**config.mk**
```make
export PLATFORM = sky130hd
export DESIGN_NAME = prio_rr_arbiter_sync
export DESIGN_NICKNAME = d
export VERILOG_FILES = /design/src/rtl/prio_rr_arbiter_sync.sv
export SDC_FILE = /design/constraint.sdc
export NUM_CORES = 1
export LEC_CHECK = 0
export BUFFER_PORTS_ARGS = -buffer_cell sky130_fd_sc_hd__buf_2
export CORE_ASPECT_RATIO = 1.75
export CORE_UTILIZATION = 57
export CTS_CLUSTER_SIZE = 10
export DETAILED_ROUTE_END_ITERATION = 8
export PLACE_DENSITY = 0.87
export SYNTH_ARGS = -nofsm -noshare
export SYNTH_HDL_FRONTEND = slang
export SYNTH_SLANG_ARGS = --single-unit
export TNS_END_PERCENT = 30
```
**constraint.sdc**
```tcl
create_clock -name clk_i -period 14.5 [get_ports clk_i]
set_clock_uncertainty 0.15 [all_clocks]
set_input_delay 0.725 -clock clk_i [delete_from_list [all_inputs] [get_ports clk_i]]
set_output_delay 0.725 -clock clk_i [all_outputs]
set_load 0.1 [all_outputs]
```
**src/rtl/prio_rr_arbiter_sync.sv**
```systemverilog
// N-source priority arbiter: the lowest priority value wins, ties rotate round-robin,
// and the registered grant is held until done, request drop or hold-limit expiry.
module prio_rr_arbiter_sync #(
  parameter int N         = 8,
  parameter int PRIO_BITS = 3,
  parameter int MAX_HOLD  = 0,
  localparam int SEL_W    = $clog2(N)
) (
  input  logic                   clk_i,
  input  logic                   rst_i,
  input  logic [N-1:0]           req_i,
  input  logic [N*PRIO_BITS-1:0] prio_i,
  input  logic                   done_i,
  output logic [N-1:0]           gnt_o,
  output logic                   gnt_valid_o,
  output logic [SEL_W-1:0]       sel_o,
  output logic [PRIO_BITS-1:0]   prio_o
);

  localparam int HC_W = (MAX_HOLD > 0) ? $clog2(MAX_HOLD + 1) : 1;
  localparam int HOLD_LAST_I = (MAX_HOLD > 0) ? MAX_HOLD - 1 : 0;
  localparam logic [HC_W-1:0] HOLD_LAST = HC_W'(HOLD_LAST_I);

  typedef enum logic {S_IDLE = 1'b0, S_GRANT = 1'b1} state_t;

  state_t                 r_state, w_state_nxt;
  logic [N-1:0]           r_gnt, w_gnt_nxt;
  logic                   r_valid, w_valid_nxt;
  logic [SEL_W-1:0]       r_sel, w_sel_nxt;
  logic [PRIO_BITS-1:0]   r_prio, w_prio_nxt;
  logic [SEL_W-1:0]       r_rr, w_rr_nxt;
  logic [HC_W-1:0]        r_hold, w_hold_nxt;

  logic [PRIO_BITS-1:0]   w_prio [N];
  logic [SEL_W:0]         w_ext;
  logic [SEL_W-1:0]       w_idx;
  logic [SEL_W-1:0]       w_win;
  logic [PRIO_BITS-1:0]   w_best;
  logic                   w_hit;
  logic                   w_any_req;
  logic                   w_release;

  for (genvar k = 0; k < N; k++) begin : g_unpack
    assign w_prio[k] = prio_i[k*PRIO_BITS +: PRIO_BITS];
  end

  // Scan starts just after the last grantee; strict '<' keeps the first tied index.
  always_comb begin
    w_win  = '0;
    w_best = '0;
    w_hit  = 1'b0;
    w_ext  = '0;
    w_idx  = '0;
    for (int k = 0; k < N; k++) begin
      w_ext = {1'b0, r_rr} + (SEL_W+1)'(k + 1);
      if (w_ext >= (SEL_W+1)'(N)) w_ext = w_ext - (SEL_W+1)'(N);
      w_idx = w_ext[SEL_W-1:0];
      if (req_i[w_idx] && (!w_hit || (w_prio[w_idx] < w_best))) begin
        w_hit  = 1'b1;
        w_best = w_prio[w_idx];
        w_win  = w_idx;
      end
    end
  end

  assign w_any_req = |req_i;
  assign w_release = done_i || !req_i[r_sel] ||
                     ((MAX_HOLD != 0) && (r_hold == HOLD_LAST));

  always_ff @(posedge clk_i) begin
    if (rst_i) begin
      r_state <= S_IDLE;
      r_gnt   <= '0;
      r_valid <= 1'b0;
      r_sel   <= '0;
      r_prio  <= '0;
      r_rr    <= SEL_W'(N - 1);
      r_hold  <= '0;
    end else begin
      r_state <= w_state_nxt;
      r_gnt   <= w_gnt_nxt;
      r_valid <= w_valid_nxt;
      r_sel   <= w_sel_nxt;
      r_prio  <= w_prio_nxt;
      r_rr    <= w_rr_nxt;
      r_hold  <= w_hold_nxt;
    end
  end

  always_comb begin
    w_state_nxt = r_state;
    case (r_state)
      S_IDLE:  if (w_any_req) w_state_nxt = S_GRANT;
      S_GRANT: if (w_release) w_state_nxt = S_IDLE;
      default: w_state_nxt = S_IDLE;
    endcase
  end

  always_comb begin
    w_gnt_nxt   = r_gnt;
    w_valid_nxt = r_valid;
    w_sel_nxt   = r_sel;
    w_prio_nxt  = r_prio;
    w_rr_nxt    = r_rr;
    w_hold_nxt  = r_hold;
    case (r_state)
      S_IDLE: begin
        w_gnt_nxt   = '0;
        w_valid_nxt = 1'b0;
        w_sel_nxt   = '0;
        w_prio_nxt  = '0;
        w_hold_nxt  = '0;
        if (w_any_req) begin
          w_gnt_nxt[w_win] = 1'b1;
          w_valid_nxt      = 1'b1;
          w_sel_nxt        = w_win;
          w_prio_nxt       = w_prio[w_win];
          w_rr_nxt         = w_win;
        end
      end
      S_GRANT: begin
        if (w_release) begin
          w_gnt_nxt   = '0;
          w_valid_nxt = 1'b0;
          w_sel_nxt   = '0;
          w_prio_nxt  = '0;
          w_hold_nxt  = '0;
        end else if (r_hold != '1) begin
          w_hold_nxt = r_hold + HC_W'(1);
        end
      end
      default: ;
    endcase
  end

  assign gnt_o       = r_gnt;
  assign gnt_valid_o = r_valid;
  assign sel_o       = r_sel;
  assign prio_o      = r_prio;

endmodule

```
==> results of run 1 <==
==> critical path: cells and delay by family, from the launching register on <==
family                     cells  cell delay [ns]
buffers and inverters          3             0.67
xor gates and xnor gates       1             0.72
adders and majority gates      6             1.79
AOI/OAI and AO/OA             29             6.80
and+or+nand+nor               11             1.71
muxes                          4             1.39
DFF                            1             0.33
==> placed cells by master (no fill, tap or decap), drive strengths merged, types with 5 or more instances in the layout <==
cell    count
o21ai      28
nor3        6
o21a        9
nand2      64
buf        58
and3        7
nor3b       5
mux2       14
a21o        8
nor2       29
nand3       9
a211o       6
a22oi       7
mux4       35
inv        13
a21oi      27
ha         15
mux2i      23
dfxtp      19
a211oi     11
==> per-stage QoR <==
stage | cell area [um2] | instances | setup slack, ns | util, %
floorplan | 3780 | 421 | 1.90 | -
global placement | 4020 | 541 | 1.39 | 64.0
detailed placement | 4020 | 541 | 1.01 | 64.0
CTS | 4070 | 545 | 0.940 | 64.8
global route | 4080 | 545 | 0.0359 | 65.1
finish | 4080 | 545 | 0.821 | 65.1
==> kinds of logic after synthesis <==
family,count (synthesis)
AOI/OAI and AO/OA,128
xor gates and xnor gates,5
adders and majority gates,15
buffers and inverters,32
DFF,19
muxes,72
and+or+nand+nor,150
==> flip-flops by register name (all words and copies together), names as in the netlist <==
register,count
gnt_o,8
prio_o,3
r_rr,3
sel_o,3
gnt_valid_o,1
r_state,1
==> area by class of cell <==
class                           instances  area (um2)  area share [%]
Sequential cell                        19         382            9.34
Clock inverter                          1        5.00           0.123
Multi-Input combinational cell        370        3190            78.1
Timing Repair Buffer                   58         313            7.66
Clock buffer                            3        41.3            1.01
Inverter                               14        52.6            1.29
Tap cell                               80         100            2.45
==> routing by layer <==
| metal | wire length, um | GRT usage (%) |
|---|---|---|
| met5 | 0 | 0 |
| met4 | 894 | 27.4 |
| met3 | 589 | 3.84 |
| met2 | 6160 | 64.2 |
| met1 | 3810 | 33.6 |
==> worst paths after layout <==
check	endpoint	slack [ns]
max	prio_o[0]$_SDFFE_PP0P_	0.82
min	gnt_o[1]$_SDFFE_PP0P_	0.32
max reg2reg	prio_o[0]$_SDFFE_PP0P_	0.82
min reg2reg	gnt_o[1]$_SDFFE_PP0P_	0.32
==> timing repair <==
action                                 4_1_cts  5_1_grt
setup endpoints to repair                    0        1
resized for setup                            0        2
endpoints found under the hold margin        0        0
hold buffers                                 0        0
==> results.json, run 1 <==
{
  "wl_per_cell_um": 21.0,
  "yosysWarnings": 0,
  "overflow": 0,
  "io-pin-count": 50,
  "hp-class": "reg2reg",
  "final_antenna_net_count": 0,
  "clk_pin_slew_ns": 0.07,
  "ys_ff_latch": 19,
  "h-tree-depth": 1,
  "cts_tree": "yes",
  "grt_first_pass_wirelength_um": 18300,
  "drv_slew": 0,
  "grt_setup_unrepaired": "no",
  "critPathCaptureType": "flop",
  "viasPerCell": 6.94,
  "grtUsageTotal_pct": 34.4,
  "netlist_area_mm2": 0.00378,
  "antenna_found_initial": 0,
  "dr.first_iter.drc_count": 261,
  "grt_pass1_vias": 3727,
  "cp_max_fo": 20,
  "num_vias": 3781,
  "synth-simple-area-share_pct": 19.5,
  "fin_crit_ns": 13.68,
  "firstDrtPassIters": 7,
  "synth_commonest_cells": "64 x nand2_1, 34 x mux4_2, 28 x nor2_1",
  "cap_violations": 0,
  "synth_fa_ha_area_share_pct": 4.97,
  "synth_area_leader_cell": "mux4_2",
  "max_stage_delay_ns": 0.72,
  "yosysMostFrequentCell": "nand2_1",
  "syn_area_per_cell_um2": 8.97,
  "startpoint": "r_rr[1]$_SDFFE_PP1P_",
  "ys.flop_type": "dfxtp_1",
  "crit_required_ns": 14.51,
  "io_buffers": 49,
  "fmaxAchievable_ghz": 0.0731,
  "final_net_count": 516,
  "core_area_mm2": 0.00628,
  "slew_headroom_pct": 42.3,
  "synth_xor_xnor_area_share_pct": 1.66,
  "layout-drive-gt1-share_pct": 32.7,
  "post_cts_buffers": 0,
  "synth_top_family_by_area": "multiplexers",
  "cts_root_buf": "clkbuf_8",
  "fillers": 518,
  "cts_buffer_depth": 2,
  "cts_num_sinks": 19,
  "path_class": "reg2reg",
  "finalCritPeriodShare_pct": 94.3,
  "drc_errors": 0,
  "finalHoldViolCount": 0,
  "start_kind": "flop",
  "antenna_cells": 0,
  "synth.area.mux_share_pct": 31.7,
  "grt_max_degree": 33,
  "reg2reg_depth": 54,
  "totalWireLength_um": 11500,
  "synth_cells": 421,
  "synth_edf_count": 0,
  "area_growth_pct": 8.15,
  "ys_seq_area_share_pct": 10.1,
  "synth_cell_types": 81,
  "r2r-start": "r_rr[1]$_SDFFE_PP1P_",
  "dp_hpwl_um": 9280,
  "synthArstFlopShare_pct": 0,
  "worstMarginPinSlew_ns": 0.863,
  "synth_nets": 471,
  "worstSkewPairLatency_ns": 0.26,
  "start_util_pct": 60.2,
  "setup_viol": 0,
  "die_y_um": 110,
  "fin_tns_setup_ns": 0,
  "hp-start": "gnt_o[1]$_SDFFE_PP0P_",
  "rows": 38,
  "worstPathArrival_ns": 13.69,
  "slowest_stage": "xor2_1",
  "hold_depth": 2,
  "die_w_um": 63.5,
  "synth-compound-area-share_pct": 26.1,
  "netlist_top_cells_area": "mux4_2 20%, dfxtp_1 10%, nand2_1 6.4%, mux2i_1 5.0%, ha_1 5.0%",
  "synth_top_area_share_pct": 20.3,
  "status": "complete, no violations",
  "place_congestion": 1.06,
  "holdWs_ns": 0.318,
  "cts_buffers": 3,
  "dieArea_mm2": 0.00697
}
Power of run 1 is left out: the tool's default activity adds up to more than one toggle a clock period on the data nets, which glitch-free logic cannot reach.
==> run 2, diff against run 1 <==
ABC_AREA = 1   (was unset)
CORE_UTILIZATION = 59   (was 57)
PLACE_DENSITY = 0.9   (was 0.87)
==> results.json, run 2 <==
{
  "status": "complete, no violations",
  "synth_edf_count": 0,
  "wl_per_cell_um": 14.4,
  "netlist_area_mm2": 0.00331,
  "setup_viol": 0,
  "cts_buffer_depth": 2,
  "reg2reg_setup_slack_ns": 3.70,
  "layout-drive-gt1-share_pct": 17.8,
  "r2r-start": "r_rr[1]$_SDFFE_PP1P_",
  "fmaxAchievable_ghz": 0.0926,
  "synth_cells": 597,
  "clk_pin_slew_ns": 0.08,
  "synth_top_area_share_pct": 22.4,
  "place_congestion": 0.995,
  "cts_hold_buf": 0,
  "cts_tree": "yes",
  "reg2reg_depth": 62,
  "grt_max_degree": 50,
  "yosysMostFrequentCell": "nand2_1",
  "final_net_count": 679,
  "worstMarginPinSlew_ns": 0.756,
  "ys_seq_area_share_pct": 11.5,
  "fin_cells": 702,
  "synth_area_leader_cell": "nand2_1",
  "cts_num_sinks": 19,
  "cts_buffers": 3,
  "holdPathEnd": "gnt_valid_o$_SDFFE_PP0P_",
  "ys_ff_latch": 19,
  "firstDrtPassIters": 6,
  "startpoint": "r_rr[1]$_SDFFE_PP1P_",
  "crit_top_cell": "nand2_1",
  "start_kind": "flop",
  "synth_cell_types": 37,
  "die_y_um": 101,
  "finalHoldViolCount": 0,
  "core_area_mm2": 0.00534,
  "crit_required_ns": 14.49,
  "hp-class": "reg2reg",
  "worstPathArrival_ns": 10.79,
  "drc_errors": 0,
  "grt_pass1_vias": 3720,
  "antenna_cells": 0,
  "dp_hpwl_um": 8450,
  "h-tree-depth": 1,
  "hp-start": "gnt_valid_o$_SDFFE_PP0P_",
  "grt_setup_unrepaired": "no",
  "totalWireLength_um": 10100,
  "final_antenna_net_count": 0,
  "path_class": "reg2reg",
  "antenna_found_initial": 0,
  "dieArea_mm2": 0.00593,
  "start_util_pct": 62.0,
  "yosysWarnings": 0,
  "layout_common_cells": "198 x nand2_1, 82 x nand3_1, 68 x o21ai_0, 62 x inv_1, 49 x buf_2",
  "io_buffers": 49,
  "die_w_um": 58.6,
  "cap_violations": 0,
  "synthArstFlopShare_pct": 0,
  "slowest_stage": "ha_1",
  "syn_area_per_cell_um2": 5.55,
  "netlist_top_cells_area": "nand2_1 22%, nand3_1 12%, dfxtp_1 11%, o21ai_0 10%, inv_1 7.0%",
  "fin_tns_setup_ns": 0,
  "num_vias": 4019,
  "max_stage_delay_ns": 0.87,
  "rows": 35,
  "cp_max_fo": 24,
  "ctsResizeCount": 0,
  "overflow": 0,
  "synth_nets": 647,
  "grt_first_pass_wirelength_um": 16500,
  "worstSkewPairLatency_ns": 0.27,
  "dr.first_iter.drc_count": 181,
  "drv_slew": 0,
  "viasPerCell": 5.73,
  "post_cts_buffers": 0,
  "area_growth_pct": 7.74,
  "ys.flop_type": "dfxtp_1",
  "fin_crit_ns": 10.80,
  "largest_register_ffs": 8,
  "regToRegEndpoint": "prio_o[2]$_SDFFE_PP0P_",
  "final_util_pct": 66.8,
  "hold_depth": 1,
  "finalCritPeriodShare_pct": 74.5,
  "cts_root_buf": "clkbuf_8",
  "dp.cells": 698,
  "critPathCaptureType": "flop",
  "layout_commonest_cell": "nand2_1",
  "slew_headroom_pct": 49.5,
  "synth_commonest_cells": "198 x nand2_1, 82 x nand3_1, 68 x o21ai_0",
  "io-pin-count": 50,
  "grtUsageTotal_pct": 35.8
}
-- run 2: changes by cell type in the layout (fill, tap and decap cells not counted), sizes merged, moves of 6 or more --
cell	delta
mux2i	-17
inv	+56
nand3	+80
o21ai	+44
mux2	-14
nor2	-6
a211oi	-11
o21a	-8
a211o	-6
mux4	-35
a21o	-8
buf	-7
and3	-7
nand2	+167
-- run 2: layout make-up --
cell class,count,area (um2)
inverters,69,259
clock buffers,3,41.3
fillers,545,1770
well taps,74,92.6
multi-input cells,485,2530
repair buffers,51,260
flip-flops and latches,19,380
clock inverters,1,7.51
-- run 2: cell families after synthesis --
group / synth area share [%]
mux: 1.81
compound gates: 18.8
simple gates: 49.3
fa+ha+maj: 5.67
flops: 11.5
buf+inv: 12.2
xor+xnor: 0.756
-- run 2: worst max-delay path, delay by kind of cell, from the launching register on --
family / cells / cell delay (ns)
and+or+nand+nor: 35 / 3.16
adders and majority gates: 8 / 2.96
buffers and inverters: 6 / 1.02
AOI/OAI and AO/OA: 13 / 2.54
DFF: 1 / 0.82
-- run 2: worst max path at each step --
stage                             end  slack [ns]
2_1_floorplan  prio_o[1]$_SDFFE_PP0P_        5.55
3_3_place_gp   prio_o[2]$_SDFFE_PP0P_        4.09
3_5_place_dp   prio_o[2]$_SDFFE_PP0P_        3.88
4_1_cts        prio_o[2]$_SDFFE_PP0P_        3.82
5_1_grt        prio_o[2]$_SDFFE_PP0P_        2.68
6_report       prio_o[2]$_SDFFE_PP0P_        3.70
-- run 2: layer usage --
layer	wire [um]	share of wire [%]	vias up	track usage [%]
met3	513	5.1	62	2.82
met1	3650	36	1770	36.2
met4	823	8.1	0	26.4
li1	-	-	2013	-
met2	5150	51	174	66.2
met5	0	0	-	0
-- run 2: stage by stage --
step / instance area [um2] / worst slack, ns / hold slack (ns)
2_1_floorplan: 3310 / 5.55 / 0.444
3_3_place_gp: 3520 / 4.09 / 0.300
3_5_place_dp: 3520 / 3.88 / 0.300
4_1_cts: 3570 / 3.82 / 0.318
5_1_grt: 3570 / 2.68 / 0.341
6_report: 3570 / 3.70 / 0.318
Power of run 2 is left out for the same reason.
==> run 3, diff against run 2 <==
ABC_AREA = 0   (was 1)
CORE_UTILIZATION = 60   (was 59)
PLACE_DENSITY = 0.91   (was 0.9)
clock period = 10.2 ns   (was 14.5 ns; I/O delays follow)
==> results.json, run 3 <==
{
  "status": "stopped before the end",
  "haltStage": "global routing (5_1_grt)",
  "firstError": "[ERROR GRT-0116] Global routing finished with congestion. Check the congestion regions in the DRC Viewer.",
  "rows": 37,
  "netlist_area_mm2": 0.00378,
  "start_util_pct": 63.2,
  "yosysWarnings": 0,
  "syn_area_per_cell_um2": 8.97,
  "grtUsageTotal_pct": 92.0,
  "synth_cells": 421,
  "synth_top_area_share_pct": 20.3,
  "synth_edf_count": 0,
  "grt_pass1_vias": 7139,
  "ys.flop_type": "dfxtp_1",
  "cts_root_buf": "clkbuf_8",
  "ys_ff_latch": 19,
  "place_ws_ns": -1.48,
  "dp_hpwl_um": 13700,
  "grt_max_degree": 19,
  "synth_commonest_cells": "64 x nand2_1, 34 x mux4_2, 28 x nor2_1",
  "dp.cells": 656,
  "synth_nets": 471,
  "cts_hold_buf": 0,
  "cts_num_sinks": 19,
  "cts_buffer_depth": 2,
  "h-tree-depth": 1,
  "synthArstFlopShare_pct": 0,
  "synth_area_leader_cell": "mux4_2",
  "io_buffers": 49,
  "die_y_um": 107,
  "die_w_um": 62.0,
  "overflow": 342,
  "place_congestion": 1.20,
  "ys_seq_area_share_pct": 10.1,
  "grt_first_pass_wirelength_um": 43900,
  "netlist_top_cells_area": "mux4_2 20%, dfxtp_1 10%, nand2_1 6.4%, mux2i_1 5.0%, ha_1 5.0%",
  "cts_buffers": 3,
  "synth_cell_types": 81,
  "yosysMostFrequentCell": "nand2_1",
  "io-pin-count": 50
}
run 3: logic make-up after synthesis:
group,Yosys count,share of synthesized area (%)
muxes,72,31.7
buffers and inverters,32,5.93
DFF,19,10.1
adders and majority gates,15,4.97
xor gates and xnor gates,5,1.66
and+or+nand+nor,150,19.5
AOI/OAI and AO/OA,128,26.1
run 3: metal layers:
| layer | GRT overflow | global-route usage (%) |
|---|---|---|
| met1 | 9 | 85.0 |
| met5 | 0 | 41.0 |
| met2 | 251 | 113 |
| met4 | 80 | 99.2 |
| met3 | 2 | 70.6 |
run 3: repair_timing:
item / CTS
cloned: 1
gates resized for setup: 61
pin swaps: 31
setup buffers: 35
setup endpoints to repair: 17
hold endpoints to repair: 0
run 3: stage by stage:
stage | area (um2) | util, %
2_1_floorplan | 4000 | -
3_3_place_gp | 5090 | 85.2
3_5_place_dp | 5090 | 85.2
4_1_cts | 5680 | 95.1
==> run 4, diff against run 3 <==
CORE_ASPECT_RATIO = unset   (was 1.75)
CORE_UTILIZATION = 40   (was 60)
CTS_CLUSTER_SIZE = unset   (was 10)
PLACE_DENSITY = unset   (was 0.91)
PLACE_DENSITY_LB_ADDON = 0.15   (was unset)
==> results.json, run 4 (synthesis results as in run 1) <==
{
  "finalHoldViolCount": 0,
  "hp-class": "reg2reg",
  "fin_crit_ns": 11.01,
  "cp_top_family": "compound AO/OA/AOI/OAI gates",
  "place_congestion": 0.936,
  "die_y_um": 99.2,
  "multiInputGateArea_mm2": 0.00360,
  "critPathCaptureType": "flop",
  "crit_buf_inv": 4,
  "cts_root_buf": "clkbuf_8",
  "setup_viol": 17,
  "start_util_pct": 41.1,
  "firstDrtPassIters": 4,
  "final_antenna_net_count": 0,
  "rows": 35,
  "status": "finished with violations",
  "antenna_cells": 0,
  "use_met3_pct": 3.23,
  "drv_slew": 0,
  "cts_hold_buf": 0,
  "die_w_um": 99.2,
  "register_area_um2": 385,
  "viasPerCell": 5.81,
  "cap_violations": 0,
  "area_growth_pct": 52.8,
  "fmaxAchievable_ghz": 0.0908,
  "layout_common_cells": "147 x buf_4, 58 x nand2_1, 49 x buf_2, 34 x mux4_2, 22 x nor2_1",
  "crit_required_ns": 10.24,
  "max_stage_delay_ns": 0.48,
  "dp_hpwl_um": 10900,
  "grt_first_pass_wirelength_um": 21800,
  "slowest_stage": "mux4_2",
  "layout-drive-gt1-share_pct": 57.8,
  "layout_commonest_cell": "buf_4",
  "io-pin-count": 50,
  "grt_max_degree": 19,
  "grtUsageTotal_pct": 27.9,
  "start_kind": "flop",
  "worstMarginPinSlew_ns": 0.883,
  "violations": "setup timing",
  "drc_errors": 0,
  "overflow": 0,
  "totalWireLength_um": 13300,
  "clk_pin_slew_ns": 0.07,
  "io_buffers": 49,
  "finalCritPeriodShare_pct": 108,
  "busiest_layer": "met2",
  "cts_buffers": 3,
  "largest_register_ffs": 8,
  "dr.first_iter.drc_count": 178,
  "h-tree-depth": 1,
  "final_net_count": 669,
  "num_vias": 4233,
  "grt_setup_unrepaired": "yes",
  "grtUsageMet2_pct": 49.0,
  "grtUsageMet1_pct": 35.4,
  "fin_cells": 729,
  "cp_max_fo": 6,
  "path_class": "reg2reg",
  "worstPathArrival_ns": 11.05,
  "core_area_mm2": 0.00920,
  "fillers": 769,
  "postLayoutSetupSlackWorst_ns": -0.808,
  "wl_per_cell_um": 18.2,
  "cts_num_sinks": 19,
  "dieArea_mm2": 0.00983,
  "crit_top_cell": "ha_4",
  "grt_pass1_vias": 4386,
  "cts_tree": "yes",
  "cts_buffer_depth": 2,
  "worstSkewPairLatency_ns": 0.25,
  "dp.cells": 702,
  "antenna_found_initial": 0,
  "slew_headroom_pct": 41.1
}
-- run 4: worst min-delay path: stages (launching register included) --
cell,delay [ns]
dfxtp_1,0.31
nand2_1,0.05
a21oi_1,0.05
-- run 4: stage by stage --
step                      utilization [%]  area [um2]  setup TNS, ns  hold slack, ns  setup WS (ns)
after floorplan                         -        4000         -15.23           0.342          -1.23
after global placement               56.8        5230          -7.94           0.287         -0.710
after detailed placement             56.8        5230         -12.79           0.294          -1.03
after CTS                            61.1        5620          -5.17           0.306         -0.653
after global routing                 62.8        5770         -17.56           0.325          -1.36
final                                62.8        5770          -8.15           0.305         -0.808
-- run 4: path summary, 6_finish.rpt --
kind / start / end / slack [ns] / cells past startpoint
max: r_rr[0]$_SDFFE_PP1P_ / prio_o[1]$_SDFFE_PP0P_ / -0.81 / 58
min: gnt_o[1]$_SDFFE_PP0P_ / gnt_o[1]$_SDFFE_PP0P_ / 0.31 / 2
max reg2reg: r_rr[0]$_SDFFE_PP1P_ / prio_o[1]$_SDFFE_PP0P_ / -0.81 / 58
min reg2reg: gnt_o[1]$_SDFFE_PP0P_ / gnt_o[1]$_SDFFE_PP0P_ / 0.31 / 2
-- run 4: layer usage --
layer / wire (um) / up-vias
li1: - / 2035
met1: 5510 / 2047
met2: 6590 / 115
met3: 710 / 36
met4: 487 / 0
met5: 0 / -
-- run 4: area by class of cell --
cell class	count	area share (%)
Multi-Input combinational cell	370	62.3
Tap cell	111	2.41
Clock inverter	1	0.0867
Timing Repair Buffer	211	26.9
Sequential cell	19	6.68
Inverter	14	0.910
Clock buffer	3	0.715
-- run 4: timing repair --
action                     in CTS  in global routing
setup buffers                  18                  5
pin swaps                      23                 20
setup endpoints to repair      17                 17
gates cloned                    0                  0
resized for setup              48                 21
Power of run 4 is left out for the same reason.
